## src/rtl/simt_dmac.sv

```systemverilog
// simt_dmac: single-channel word DMA between DRAM (byte addressed, handshaked)
// and SRAM (word indexed, single cycle). The CPU is held via stall while busy.
// Optional build macro SIMT_DMAC_TIMEOUT_EN adds a DRAM handshake timeout and
// the sticky dmaError output.
module simt_dmac #(
    parameter int unsigned TIMEOUT_CYCLES = 255
) (
    input  logic        clk,
    input  logic        reset,
    input  logic [1:0]  dmaCmd,
    input  logic [31:0] dmaSrcAddress,
    input  logic [31:0] dmaDstAddress,
    input  logic [9:0]  dmaWidth,
    input  logic [31:0] sramReadData,
    input  logic [31:0] dramReadData,
    input  logic        dramValid,
    output logic [13:0] sramAddress,
    output logic [31:0] sramWriteData,
    output logic        sramWriteEnable,
    output logic [31:0] dramAddress,
    output logic [31:0] dramWriteData,
    output logic        dramWriteEnable,
    output logic        dramReadEnable,
    output logic        stall
`ifdef SIMT_DMAC_TIMEOUT_EN
    ,
    output logic        dmaError
`endif
);

    typedef enum logic [2:0] {IDLE, D2S_RD, D2S_WR, S2D_RD, S2D_WR} state_t;

    state_t      state;
    logic [31:0] src;
    logic [31:0] dst;
    logic [31:0] data;
    logic [9:0]  count;

    logic        cmd_d2s;
    logic        cmd_s2d;
    logic        last_word;
    logic        timed_out;
    logic [31:0] src_next;
    logic [31:0] dst_next;

    assign cmd_d2s   = (dmaCmd == 2'b01) && (dmaWidth != 10'd0);
    assign cmd_s2d   = (dmaCmd == 2'b10) && (dmaWidth != 10'd0);
    assign last_word = (count == 10'd1);
    assign src_next  = src + 32'd4;
    assign dst_next  = dst + 32'd4;

`ifdef SIMT_DMAC_TIMEOUT_EN
    // Cycles already spent waiting for dramValid in the current request.
    logic [31:0] to_count;
    assign timed_out = !dramValid && ((to_count + 32'd1) >= TIMEOUT_CYCLES);
`else
    assign timed_out = 1'b0;
`endif

    // State, transfer latches and registered outputs; outputs are loaded with
    // the values belonging to the state being entered, and default to 0.
    always_ff @(posedge clk or posedge reset) begin
        if (reset) begin
            state           <= IDLE;
            src             <= 32'd0;
            dst             <= 32'd0;
            data            <= 32'd0;
            count           <= 10'd0;
            sramAddress     <= 14'd0;
            sramWriteData   <= 32'd0;
            sramWriteEnable <= 1'b0;
            dramAddress     <= 32'd0;
            dramWriteData   <= 32'd0;
            dramWriteEnable <= 1'b0;
            dramReadEnable  <= 1'b0;
            stall           <= 1'b0;
`ifdef SIMT_DMAC_TIMEOUT_EN
            to_count        <= 32'd0;
            dmaError        <= 1'b0;
`endif
        end else begin
            sramAddress     <= 14'd0;
            sramWriteData   <= 32'd0;
            sramWriteEnable <= 1'b0;
            dramAddress     <= 32'd0;
            dramWriteData   <= 32'd0;
            dramWriteEnable <= 1'b0;
            dramReadEnable  <= 1'b0;
`ifdef SIMT_DMAC_TIMEOUT_EN
            to_count        <= 32'd0;
`endif
            unique case (state)
                IDLE: begin
                    if (cmd_d2s || cmd_s2d) begin
                        src   <= dmaSrcAddress;
                        dst   <= dmaDstAddress;
                        count <= dmaWidth;
                        stall <= 1'b1;
                        if (cmd_d2s) begin
                            state          <= D2S_RD;
                            dramReadEnable <= 1'b1;
                            dramAddress    <= dmaSrcAddress;
                        end else begin
                            state       <= S2D_RD;
                            sramAddress <= dmaSrcAddress[15:2];
                        end
                    end
                end
                D2S_RD: begin
                    if (dramValid) begin
                        data            <= dramReadData;
                        state           <= D2S_WR;
                        sramWriteEnable <= 1'b1;
                        sramAddress     <= dst[15:2];
                        sramWriteData   <= dramReadData;
                    end else if (timed_out) begin
                        state <= IDLE;
                        stall <= 1'b0;
`ifdef SIMT_DMAC_TIMEOUT_EN
                        dmaError <= 1'b1;
`endif
                    end else begin
                        dramReadEnable <= 1'b1;
                        dramAddress    <= src;
`ifdef SIMT_DMAC_TIMEOUT_EN
                        to_count       <= to_count + 32'd1;
`endif
                    end
                end
                D2S_WR: begin
                    src   <= src_next;
                    dst   <= dst_next;
                    count <= count - 10'd1;
                    if (last_word) begin
                        state <= IDLE;
                        stall <= 1'b0;
                    end else begin
                        state          <= D2S_RD;
                        dramReadEnable <= 1'b1;
                        dramAddress    <= src_next;
                    end
                end
                S2D_RD: begin
                    data            <= sramReadData;
                    state           <= S2D_WR;
                    dramWriteEnable <= 1'b1;
                    dramAddress     <= dst;
                    dramWriteData   <= sramReadData;
                end
                S2D_WR: begin
                    if (dramValid) begin
                        src   <= src_next;
                        dst   <= dst_next;
                        count <= count - 10'd1;
                        if (last_word) begin
                            state <= IDLE;
                            stall <= 1'b0;
                        end else begin
                            state       <= S2D_RD;
                            sramAddress <= src_next[15:2];
                        end
                    end else if (timed_out) begin
                        state <= IDLE;
                        stall <= 1'b0;
`ifdef SIMT_DMAC_TIMEOUT_EN
                        dmaError <= 1'b1;
`endif
                    end else begin
                        // Request held stable until the DRAM acknowledges it.
                        dramWriteEnable <= 1'b1;
                        dramAddress     <= dst;
                        dramWriteData   <= data;
`ifdef SIMT_DMAC_TIMEOUT_EN
                        to_count        <= to_count + 32'd1;
`endif
                    end
                end
                default: begin
                    state <= IDLE;
                    stall <= 1'b0;
                end
            endcase
        end
    end

endmodule
```

## config.mk

```make
export PLATFORM = sky130hd
export DESIGN_NAME = simt_dmac
export DESIGN_NICKNAME = d
export VERILOG_FILES = /design/src/rtl/simt_dmac.sv
export SDC_FILE = /design/constraint.sdc
export NUM_CORES = 1
export LEC_CHECK = 0
export ABC_AREA = 1
export BUFFER_PORTS_ARGS = -buffer_cell sky130_fd_sc_hd__buf_2
export CAP_MARGIN = 0
export CORE_ASPECT_RATIO = 0.8
export CORE_MARGIN = 2
export CORE_UTILIZATION = 55
export DETAILED_ROUTE_END_ITERATION = 10
export GPL_TIMING_DRIVEN = 0
export HOLD_SLACK_MARGIN = 0.03
export PLACE_DENSITY_LB_ADDON = 0.05
export SLEW_MARGIN = 10
export SYNTH_ARGS = -nofsm -noshare
export SYNTH_HDL_FRONTEND = slang
export SYNTH_SLANG_ARGS = --single-unit
```

## constraint.sdc

```tcl
create_clock -name clk -period 7.4 [get_ports clk]
set_clock_uncertainty 0.1 [all_clocks]
set_input_delay 0.37 -clock clk [delete_from_list [all_inputs] [get_ports clk]]
set_output_delay 0.37 -clock clk [all_outputs]
set_load 0.05 [all_outputs]
```

==> results.rst <==
.. list-table::
   :header-rows: 1

   * - Metric
     - Value
   * - YS warnings
     - 0
   * - P per Cell Area
     - 442 mW/mm^2
   * - Final GP Congestion
     - 0.957
   * - Cell accounting for the most synthesized area
     - dfrtp_1
   * - Leak Pwr
     - 7.95 nW
   * - Req. time, crit path
     - 7.71 ns
   * - Remaining antenna violation count after routing
     - 0
   * - Final cycle utilization of the critical path
     - 31.0%
   * - Placement Setup Slack
     - 5.20 ns
   * - Vert. Die Dim
     - 133 um
   * - Slew Viols, Final
     - 0
   * - Crit path cell chain
     - ha_1 -> nand3_1 -> inv_1 -> nand2_1 -> nor2_1 -> nand3_1 -> nand3_1 -> nand2_1 -> nand2_1 -> nand2_1
   * - Post-DR wirelength/cell
     - 18.1 um
   * - Most common cell after layout, fill and taps aside
     - nand2_1
   * - Number of violations of the max-capacitance limit
     - 0
   * - Post-CTS setup repair buffer count
     - 0
   * - Area overhead of the layout relative to synthesis
     - 29.7%
   * - Most numerous cell on the critical path
     - nand2_1
   * - Kind of cell adding the most delay to the critical path
     - simple AND/OR/NAND/NOR gates
   * - Number of buffers added by the clock tree synthesis step
     - 23
   * - Overall fraction of global-route tracks in use
     - 35.9%
   * - Setup Viol. Count Final
     - 0
   * - Number of vias in the routed layout
     - 12000
   * - Drt first-iter violations
     - 1511
   * - Worst Min Path Start
     - dmaWidth[5]
   * - Post-synth cell types
     - 39
   * - Number of remaining DRC errors
     - 0
   * - Maximum number of pins on one net before global-route repair
     - 97
   * - Most frequently used flop master after synthesis
     - dfrtp_1
   * - Outcome
     - complete, no violations
   * - WP data arrival
     - 2.60 ns
   * - Fill cells
     - 1685
   * - Wire length of the first global-routing pass
     - 60600 um
   * - Placement row count
     - 47
   * - Number of antenna violations at the first check in global routing
     - 2
   * - Stage delay of the slowest cell on the critical path
     - 0.48 ns
   * - Power, Total
     - 6.57 mW
   * - Max Freq
     - 436 MHz
   * - Minimum setup slack in the final design
     - 5.11 ns
   * - Normalized max-slew margin
     - 47.7%
   * - Slew at the pin closest to its max-slew limit
     - 0.785 ns
   * - Via count of the first global-routing pass
     - 11100
   * - Fin crit period
     - 2.29 ns
   * - Post-detailed-placement half-perimeter wirelength
     - 28400 um
   * - Ratio of cells with drive above 1 in the final layout
     - 19.3%
   * - Number of register bits inferred by synthesis
     - 223
   * - Slowest cell on crit path
     - dfrtp_1
   * - Number of input and output port buffers inserted
     - 256
   * - Initial standard-cell utilization of the core
     - 55.8%
   * - Highest net fanout along the worst path
     - 6
   * - Critical Path End Type
     - register
   * - Floorplan die area
     - 0.0220 mm^2
   * - First element of the critical path
     - dst[3]$_DFFE_PP0P_
   * - Buffer depth of the longest clock path
     - 3
   * - Post-route setup TNS
     - 0 ns
   * - Post-place instance area
     - 0.0132 mm^2
   * - Proportion of netlist area held by the largest area contributor
     - 48.6%
   * - Avg Synthesized Cell Area
     - 7.49 um^2
   * - Leading post-synthesis cells by cell area
     - dfrtp_1 49%, nand2_1 20%, nor2_1 4.6%
   * - Sequential share of the synthesized area
     - 48.6%
   * - Number of synthesized flops with an enable pin
     - 0
   * - Depth of the CTS H-tree
     - 1
   * - RSZ-0062 raised after global routing
     - no
   * - I/O pin count
     - 257
   * - Clock Sink Count
     - 223
   * - Final wirelength
     - 39800 um
   * - Cells after synthesis
     - 1532
   * - Kind of critical path
     - reg -> reg
   * - Fin area
     - 0.0149 mm^2
   * - Fraction of registers with async set or reset after synthesis
     - 100%
   * - First drt pass iteration count
     - 6
   * - TritonCTS clock tree
     - done
   * - Root buf cell
     - clkbuf_16
   * - Congestion Overflow GR
     - 0
   * - Number of nets in the finished design
     - 2054
   * - Nature of the critical path startpoint
     - register
   * - Clock slew at reported path FFs
     - 0.07 ns
   * - Post-layout util
     - 72.3%
   * - Die boundary width
     - 166 um
   * - Insertion delay to the later sink of the worst-skew pair
     - 0.53 ns
   * - Synthesized cell area
     - 0.0115 mm^2
   * - Reg2reg start
     - dst[3]$_DFFE_PP0P_
   * - Path type of the worst min-delay path
     - in -> reg
   * - Number of nets in the synthesized netlist
     - 1679
   * - Core region area
     - 0.0206 mm^2
   * - Number of buffer and inverter stages on the critical path
     - 1
   * - Final number of hold-violating endpoints
     - 0
   * - Highest-count cells in the layout ignoring fill and taps
     - 623 x nand2_1, 288 x buf_2, 223 x dfrtp_1
   * - Mean number of vias per cell
     - 5.49
   * - Largest voltage drop on the vdd net
     - 0.000292 V
==> cell usage after synthesis, types with 2 or more instances <==
library cell	instances
a21oi_1	2
a22oi_1	20
a31oi_1	2
buf_1	7
buf_2	32
buf_4	3
clkbuf_1	14
clkbuf_2	3
dfrtp_1	223
ha_1	4
inv_1	139
inv_2	8
mux2i_1	13
nand2_1	623
nand2_2	4
nand3_1	103
nand3_2	2
nand4_1	19
nor2_1	140
nor2_2	12
nor2_4	3
o211ai_1	9
o21ai_0	66
o21ai_1	8
o21bai_1	6
o221ai_1	34
o22ai_1	2
or2_1	2
or2_2	4
xnor2_1	4
xor2_1	13
==> registers in the layout (all words and copies together) (netlist names) <==
name / cells
sramWriteEnable: 1
sramWriteData: 32
dst: 32
count: 10
dramReadEnable: 1
stall: 1
sramAddress: 14
dramAddress: 32
data: 32
state: 3
dramWriteEnable: 1
src: 32
dramWriteData: 32
==> cell families after synthesis <==
family | synth area share, %
AND/OR/NAND/NOR | 32.6
flip-flops | 48.6
buffers and inverters | 7.31
AO/OA/AOI/OAI | 8.55
XOR/XNOR | 1.30
multiplexers | 1.13
adder cells (fa/ha/maj) | 0.436
==> stage by stage <==
step | hold slack [ns] | std cells
2_1_floorplan | 0.349 | 1532
3_3_place_gp | 0.363 | 2057
3_5_place_dp | 0.254 | 2059
4_1_cts | 0.0312 | 2192
5_1_grt | 0.0601 | 2194
6_report | 0.0339 | 2194
==> metal layers <==
layer	part of all wire [%]	global-route usage [%]	wire length, um	up-vias
met2	43	52.8	17000	662
met1	43	53.8	17100	5674
li1	-	-	-	5616
met4	3.2	10.5	1280	0
met3	11	7.29	4360	97
met5	0	0	0	-
==> worst min-delay path, delay by kind of cell <==
kind                   cells  cell delay, ns
buffers and inverters      1            0.09
AOI/OAI and AO/OA          1            0.11
muxes                      1            0.06
==> where the power goes <==
part           total (mW)  switching [mW]  internal, mW
Sequential           2.11           0.425          1.68
Combinational        3.21            2.31         0.902
Clock                1.25           0.498         0.753
Total                6.57            3.24          3.34
==> final timing paths <==
check / slack, ns / cells past startpoint / endpoint
hold / removal: 0.03 / 3 / count[5]$_DFFE_PP0P_
min in group asynchronous: 0.26 / 3 / dramAddress[8]$_DFF_PP0_
setup / recovery: 5.11 / 10 / dst[18]$_DFFE_PP0P_
max in group asynchronous: 5.74 / 5 / sramWriteData[22]$_DFF_PP0_
setup reg to reg: 5.11 / 10 / dst[18]$_DFFE_PP0P_
hold reg to reg: 0.38 / 2 / src[0]$_DFFE_PP0P_
==> repair_timing <==
action / CTS / global route
hold buffers: 92 / 0
endpoints found under the hold margin: 158 / 0
gates resized for setup: 0 / 0
==> cell type report <==
| class | instances | area [um^2] | share of cell area [%] |
|---|---|---|---|
| Antenna cell | 2 | 5.00 | 0.0336 |
| Buffer | 60 | 288 | 1.93 |
| Clock buffer | 32 | 649 | 4.36 |
| Clock inverter | 9 | 155 | 1.04 |
| Inverter | 147 | 559 | 3.76 |
| Multi-Input combinational cell | 1102 | 5060 | 34.0 |
| Sequential cell | 223 | 5580 | 37.5 |
| Tap cell | 269 | 337 | 2.26 |
| Timing Repair Buffer | 350 | 2260 | 15.2 |
(Power assumes the default switching activity.)
